===== config.mk =====
export PLATFORM = sky130hd
export DESIGN_NAME = mul_seq
export DESIGN_NICKNAME = d
export VERILOG_FILES = /design/src/rtl/mul_seq.sv
export SDC_FILE = /design/constraint.sdc
export NUM_CORES = 1
export LEC_CHECK = 0
export CORE_MARGIN = 10
export CORE_UTILIZATION = 37
export CTS_CLUSTER_SIZE = 24
export DETAILED_ROUTE_END_ITERATION = 10
export GPL_TIMING_DRIVEN = 0
export PLACE_DENSITY = 0.57
export SLEW_MARGIN = 20
export SYNTH_ARGS = -nofsm -noshare
export SYNTH_HDL_FRONTEND = slang
export SYNTH_SLANG_ARGS = --single-unit

===== constraint.sdc =====
create_clock -name clk -period 7.15 [get_ports clk]
set_input_delay 0.715 -clock clk [delete_from_list [all_inputs] [get_ports clk]]
set_output_delay 0.715 -clock clk [all_outputs]
set_load 0.01 [all_outputs]

===== src/rtl/mul_seq.sv =====
// mul_seq: sequential shift-add multiplier producing a full 2*WIDTH product.
// Operands are reduced to magnitudes on acceptance, multiplied one multiplier
// bit per cycle (LSB first), and the sign is restored in a final FIX cycle
// that also updates the Z/N/C/V flags and pulses done.
module mul_seq #(
    parameter int WIDTH = 32
) (
    input  logic             clk,
    input  logic             reset,
    input  logic             start,
    input  logic [WIDTH-1:0] A,
    input  logic [WIDTH-1:0] B,
    input  logic             sign,
    output logic             busy,
    output logic             done,
    output logic [WIDTH-1:0] product_hi,
    output logic [WIDTH-1:0] product_lo,
    output logic             Z,
    output logic             N,
    output logic             C,
    output logic             V
);

    localparam int PW    = 2 * WIDTH;
    localparam int CNT_W = $clog2(WIDTH) + 1;

    typedef enum logic [1:0] {
        IDLE = 2'd0,
        RUN  = 2'd1,
        FIX  = 2'd2
    } state_t;

    state_t           state;
    state_t           state_nxt;
    logic [CNT_W-1:0] cnt;

    logic [PW-1:0]    mcand;
    logic [WIDTH-1:0] mplier;
    logic [PW-1:0]    acc;
    logic             neg;
    logic             sign_r;

    logic             accept;
    logic             last_iter;
    logic [PW-1:0]    result;
    logic [WIDTH-1:0] result_hi;
    logic [WIDTH-1:0] result_lo;

    // Magnitude of an operand; the most negative value maps to 2^(WIDTH-1)
    // because the result is interpreted as unsigned.
    function automatic logic [WIDTH-1:0] magnitude(input logic [WIDTH-1:0] x,
                                                   input logic             s);
        return (s && x[WIDTH-1]) ? (~x + WIDTH'(1)) : x;
    endfunction

    // Conditional two's-complement negation of the full-width product.
    function automatic logic [PW-1:0] apply_sign(input logic [PW-1:0] x,
                                                 input logic          n);
        return n ? (~x + PW'(1)) : x;
    endfunction

    assign accept    = (state == IDLE) && start;
    assign last_iter = (cnt == CNT_W'(WIDTH - 1));
    assign busy      = (state != IDLE);
    assign result    = apply_sign(acc, neg);
    assign result_hi = result[PW-1:WIDTH];
    assign result_lo = result[WIDTH-1:0];

    // State register; reset aborts any operation immediately.
    always_ff @(posedge clk or posedge reset) begin
        if (reset) begin
            state <= IDLE;
        end else begin
            state <= state_nxt;
        end
    end

    // Next-state logic: accept in IDLE, iterate WIDTH times, then one FIX cycle.
    always_comb begin
        state_nxt = state;
        case (state)
            IDLE:    if (start) state_nxt = RUN;
            RUN:     if (last_iter) state_nxt = FIX;
            FIX:     state_nxt = IDLE;
            default: state_nxt = IDLE;
        endcase
    end

    // Iteration counter: cleared on accept, advanced once per RUN cycle.
    always_ff @(posedge clk or posedge reset) begin
        if (reset) begin
            cnt <= '0;
        end else if (accept) begin
            cnt <= '0;
        end else if (state == RUN) begin
            cnt <= cnt + CNT_W'(1);
        end
    end

    // Datapath: capture magnitudes on accept, then shift-add one bit per cycle.
    always_ff @(posedge clk) begin
        if (accept) begin
            mcand  <= {{WIDTH{1'b0}}, magnitude(A, sign)};
            mplier <= magnitude(B, sign);
            acc    <= '0;
            neg    <= sign & (A[WIDTH-1] ^ B[WIDTH-1]);
            sign_r <= sign;
        end else if (state == RUN) begin
            if (mplier[0]) begin
                acc <= acc + mcand;
            end
            mcand  <= mcand << 1;
            mplier <= mplier >> 1;
        end
    end

    // Result, flags and done pulse; outputs hold until the next FIX cycle.
    always_ff @(posedge clk or posedge reset) begin
        if (reset) begin
            done       <= 1'b0;
            product_hi <= '0;
            product_lo <= '0;
            Z          <= 1'b0;
            N          <= 1'b0;
            C          <= 1'b0;
            V          <= 1'b0;
        end else begin
            done <= 1'b0;
            if (state == FIX) begin
                done       <= 1'b1;
                product_hi <= result_hi;
                product_lo <= result_lo;
                Z          <= (result == '0);
                N          <= sign_r & result[PW-1];
                C          <= ~sign_r & (result_hi != '0);
                V          <= sign_r & (result_hi != {WIDTH{result_lo[WIDTH-1]}});
            end
        end
    end

endmodule

# == Yosys cells after proc, flatten, opt, wreduce, memory -nomap -nowiden ==
# Cells that the tools add are included.
# word_totals
reg_bits,239
latchBits,0
ram_bits,0
romBits,0
in_bits,68
output_inout_bits,70
wordCells,58
mem_count,0
# op_classes
addsub,5
multipliers,0
div_mod_pow,0
n_lt_le_gt_ge,0
n_eq_ne,6
shifts,0
mux,13
bitwise,9
reduce_logical,10
# op_table
op,count
32-bit two-way mux,6
32-bit by 1-bit adder with 32-bit output (second input constant),2
64-bit by 1-bit adder with 64-bit output (second input constant),1
64-bit adder,1
64-bit logical NOT,1
64-bit two-way mux,1
32-bit inverter,2
64-bit inverter,1
32-bit != test,1
32-bit nonzero test,1
6-bit two-way mux,2
6-bit by 1-bit adder with 6-bit output (second input constant),1
6-bit by 5-bit == test with 1-bit output (second input constant),1
1-bit AND,4
2-bit two-way mux,2
2-bit != test (second input constant),2
2-bit case mux with 2 select lines,1
2-bit AND reduction,2
2-bit nonzero test,2
1-bit logical AND,3
2-bit by 1-bit == test with 1-bit output (second input constant),1
2-bit == test (second input constant),1
2-bit logical NOT,1
1-bit two-way mux,1
other kinds (2),2

# == Longest topological paths before layout ==
# logic_depth
word_depth,5
ltp_mapped,14
mapped_depth_nobuf,13

# == Worst setup path before layout ==
# OpenSTA, ideal clock, no wires.
# synth_timing
path_kind,register to register
start,reg acc[19]
end,reg Z
setup_time_ps,67
arrival_time_ps,4046
required_time_ps,7083
slack_ps,3037
stages_incl_launch_ff,15
path_buffers,3
period_less_slack_ps,4113
path_cell_list,dfxtp_1 > buf_6 > or4_1 > or2_1 > buf_6 > or4_4 > buf_6 > or4_4 > o41ai_4 > xor2_1 > nand2_1 > nor4_1 > or4b_4 > nor3_2 > a32o_1
# synth_between
elab_chain_len,4
# synth_rtl
element,line_no,text
start: declaration,39,logic [PW-1:0] acc;
start signal: assignment,110,acc <= acc + mcand;
64-bit inverter,59,return n ? (~x + PW'(1)) : x;
64-bit by 1-bit adder with 64-bit output,59,
64-bit two-way mux *,59,
64-bit logical NOT *,133,Z <= (result == '0);
end signal: assignment,133,
end: declaration,18,"output logic Z,"
# Every way passes the cells marked *; elsewhere a longest branch is shown, timed or not.
# A chain may end at the register's enable or synchronous reset.

# == Final worst setup path ==
# layout_timing
start,reg acc[12]
end,reg V
# layout_between
elab_chain_len,5
# layout_rtl
element,line_no,text
64-bit inverter,59,
64-bit by 1-bit adder with 64-bit output,59,
64-bit two-way mux,59,
32-bit != test,136,V <= sign_r & (result_hi != {WIDTH{result_lo[WIDTH-1]}});
1-bit AND,136,
end signal: assignment,136,
end: declaration,21,output logic V
# Every way passes these cells.

==> results.sh <==
export IMPL_grt_pass1_wl_um=76500
export IMPL_dp_final_hpwl_um=39100
export IMPL_initial_core_util_pct=37.4
export IMPL_synthTopCellsByArea="edfxtp_1 13%, dfrtp_1 12%, dfxtp_1 12%, nand2_1 9.9%, o21ai_0 7.1%"
export IMPL_rsz0062_at_grt="false"
export IMPL_grt_max_degree=43
export IMPL_cts_setup_buffers=0
export IMPL_die_h_um=226
export IMPL_p_leak_nw=7.55
export IMPL_post_drt_wl_per_cell_um=18.1
export IMPL_track_usage_pct=18.5
export IMPL_powerDensity_nw_per_um2=382
export IMPL_synth_seq_cells=239
export IMPL_vias=14600
export IMPL_crit_fanout=10
export IMPL_final_antenna_net_count=0
export IMPL_clock_sinks=239
export IMPL_r2r_cells=13
export IMPL_die_area_um2=50900
export IMPL_num_rows=75
export IMPL_grt_pass1_vias=14000
export IMPL_tightest_slew_ns=1.03
export IMPL_final_cells=2686
export IMPL_cpMostUsedCell="clkbuf_1"
export IMPL_wl_um=48600
export IMPL_critical_path_arrival_ns=5.49
export IMPL_syn_to_final_growth_pct=19.2
export IMPL_avgViaCountPerCell=5.43
export IMPL_seqCellArea_um2=5830
export IMPL_tns_ns=0
export IMPL_critPathLaunchType="flop"
export IMPL_required_ns=7.59
export IMPL_synth_async_sr_flop_share_pct=32.2
export IMPL_ctsResizeCount=0
export IMPL_die_w_um=226
export IMPL_io_pins=138
export IMPL_end_kind="flop"
export IMPL_antenna_found_initial=0
export IMPL_finClkSkew_ns=0.0143
export IMPL_yosys_most_used_dff="dfxtp_1"
export IMPL_yosysWarnings=0
export IMPL_final_layout_size_suffix_gt1_share_pct=3.54
export IMPL_synth_top_area_cell="edfxtp_1"
export IMPL_fin_nets=2263
export IMPL_synth_edf_count=66
export IMPL_htreeDepth=1
export IMPL_yosysSeqAreaShare_pct=37.3
export IMPL_multi_input_area_um2=9250
export IMPL_postSynthCellCount=1958
export IMPL_max_stage_delay_ns=0.67
export IMPL_drv_cap=0
export IMPL_finalHoldViolCount=0
export IMPL_fp_coreArea_um2=41900
export IMPL_synth_top_cell_area_share_pct=12.7
export IMPL_fill_cells=4220
export IMPL_cts_made_buffers=27
export IMPL_cts_buffer_depth=3
export IMPL_slew_headroom_pct=31.1
export IMPL_clkTransAtPathRegs_ns=0.06
export IMPL_syn_area_per_cell_um2=7.99
export IMPL_syn_area_um2=15600
export IMPL_max_freq_ghz=0.198
export IMPL_hp_class="flop to flop"
export IMPL_peakVddDrop_v=0.000232
export IMPL_final_period_utilization_pct=70.5
export IMPL_period_minus_slack_ns=5.04
export IMPL_dpl_cell_count=2636
export IMPL_synth_commonest_cells="413 x nand2_1, 221 x o21ai_0, 177 x a21oi_1"
export IMPL_crit_type="flop to flop"
export IMPL_dr_pass1_iters=5
export IMPL_clk_latency_ns=0.56
export IMPL_portBuffers=137
export IMPL_drt_initial_drc_count=1106
export IMPL_cp_slowest_cell="or4_2"
export IMPL_worstHoldPathCells=2
export IMPL_cts_tree="done"
export IMPL_setup_violations=0
export IMPL_antennaDiodeCount=0
export IMPL_ys_types=71
export IMPL_cts_root_buf="clkbuf_16"
export IMPL_ctsHoldBuffers=0
export IMPL_maxSlewViolCount=0
export IMPL_crit_path_cell_trace="clkbuf_1 -> nor4_1 -> nand4_1 -> or4_2 -> clkbuf_1 -> or3_1 -> o41ai_1 -> xor2_1 -> inv_1 -> a2111oi_0 -> o2111ai_1 -> o21ai_0 -> nand2_1"
export IMPL_overflow=0
export IMPL_synth_most_common_cell="nand2_1"
export IMPL_synth_nets=2095
export IMPL_gp_congestion=0.912
export IMPL_status="finished clean"
export IMPL_drc=0
[placed cells by master, fill, tap and decap left out, types with 5 or more instances in the layout]
cell type        count
nand2_1            413
o21ai_0            221
a21oi_1            177
clkdlybuf4s50_1    137
xor2_1             107
clkbuf_1           101
nor2_1              97
dfxtp_1             96
dfrtp_1             77
xnor2_1             75
ha_1                68
edfxtp_1            66
nor3_1              45
a21o_1              41
inv_1               36
nand3_1             35
clkbuf_16           29
o31ai_1             27
nand4_1             25
nor4_1              24
nand2b_1            21
nor2b_1             19
a31oi_1             17
o41ai_1             15
or3_1               12
and3_1              10
o21bai_1            10
or4_1                9
and2_1               9
or2_2                7
o21a_1               7
o31a_1               7
a211oi_1             7
nor3b_1              5
clkinv_2             5
[worst max-delay path, delay by kind of cell, from the launching register on]
kind                      cells  cell delay [ns]
AOI/OAI and AO/OA             4             1.37
DFF                           1             0.33
buffers and inverters         3             0.60
and+or+nand+nor               5             2.19
xor gates and xnor gates      1             0.43
[cell families after synthesis]
| logic type | after synthesis | synth area share [%] |
|---|---|---|
| xor+xnor | 182 | 10.2 |
| buf+inv | 144 | 3.61 |
| simple gates | 755 | 21.9 |
| flops | 239 | 37.3 |
| mux | 4 | 0.256 |
| compound gates | 565 | 21.2 |
| fa+ha+maj | 69 | 5.56 |
[final timing paths]
kind,startpoint,to,slack [ns]
worst max-delay path,acc[12]$_SDFFE_PP0P_,V$_DFFE_PP0P_,2.11
worst min-delay path,mcand[54]$_SDFFE_PP0P_,mcand[55]$_SDFFE_PP0P_,0.47
worst max register to register,acc[12]$_SDFFE_PP0P_,V$_DFFE_PP0P_,2.11
worst min register to register,mcand[54]$_SDFFE_PP0P_,mcand[55]$_SDFFE_PP0P_,0.47
max in group asynchronous,reset,cnt[3]$_DFFE_PP0P_,5.97
min in group asynchronous,reset,product_lo[12]$_DFFE_PP0P_,0.55
[flip-flops by register name, summed over array words and instances, names as in the netlist]
| register | cells |
|---|---|
| C | 1 |
| product_lo | 32 |
| sign_r | 1 |
| product_hi | 32 |
| state | 2 |
| mcand | 64 |
| mplier | 32 |
| V | 1 |
| cnt | 6 |
| N | 1 |
| Z | 1 |
| neg | 1 |
| done | 1 |
| acc | 64 |
[stage by stage]
stage	cell area [um^2]	total power [mW]	util, %	setup WS, ns	hold slack, ns
2_1_floorplan	15600	4.69	-	3.04	0.436
3_3_place_gp	17700	5.63	42.3	2.13	0.460
3_5_place_dp	17700	5.68	42.4	2.18	0.466
4_1_cts	18700	7.12	44.6	2.15	0.472
5_1_grt	18700	7.69	44.6	1.78	0.494
6_report	18700	7.13	44.6	2.11	0.469
[per-layer routing]
layer	up-vias	share of wire [%]	track usage (%)
li1	7289	-	-
met1	6832	48	25.8
met2	390	43	29.0
met3	62	6.0	3.19
met4	0	2.2	4.88
met5	-	0	0
[layout make-up]
cell class | instances | share of cell area [%]
clock inverters | 15 | 0.785
multi-input cells | 1575 | 49.6
inverters | 39 | 0.812
flip-flops and latches | 239 | 31.3
plain buffers | 105 | 2.24
clock buffers | 35 | 4.11
repair buffers | 139 | 7.57
well taps | 539 | 3.62
[power by group]
| group | total, mW | switching (mW) | internal, mW |
|---|---|---|---|
| logic | 3.40 | 2.09 | 1.31 |
| clock network | 1.42 | 0.587 | 0.831 |
| registers | 2.31 | 0.456 | 1.85 |
(Power assumes the default switching activity.)
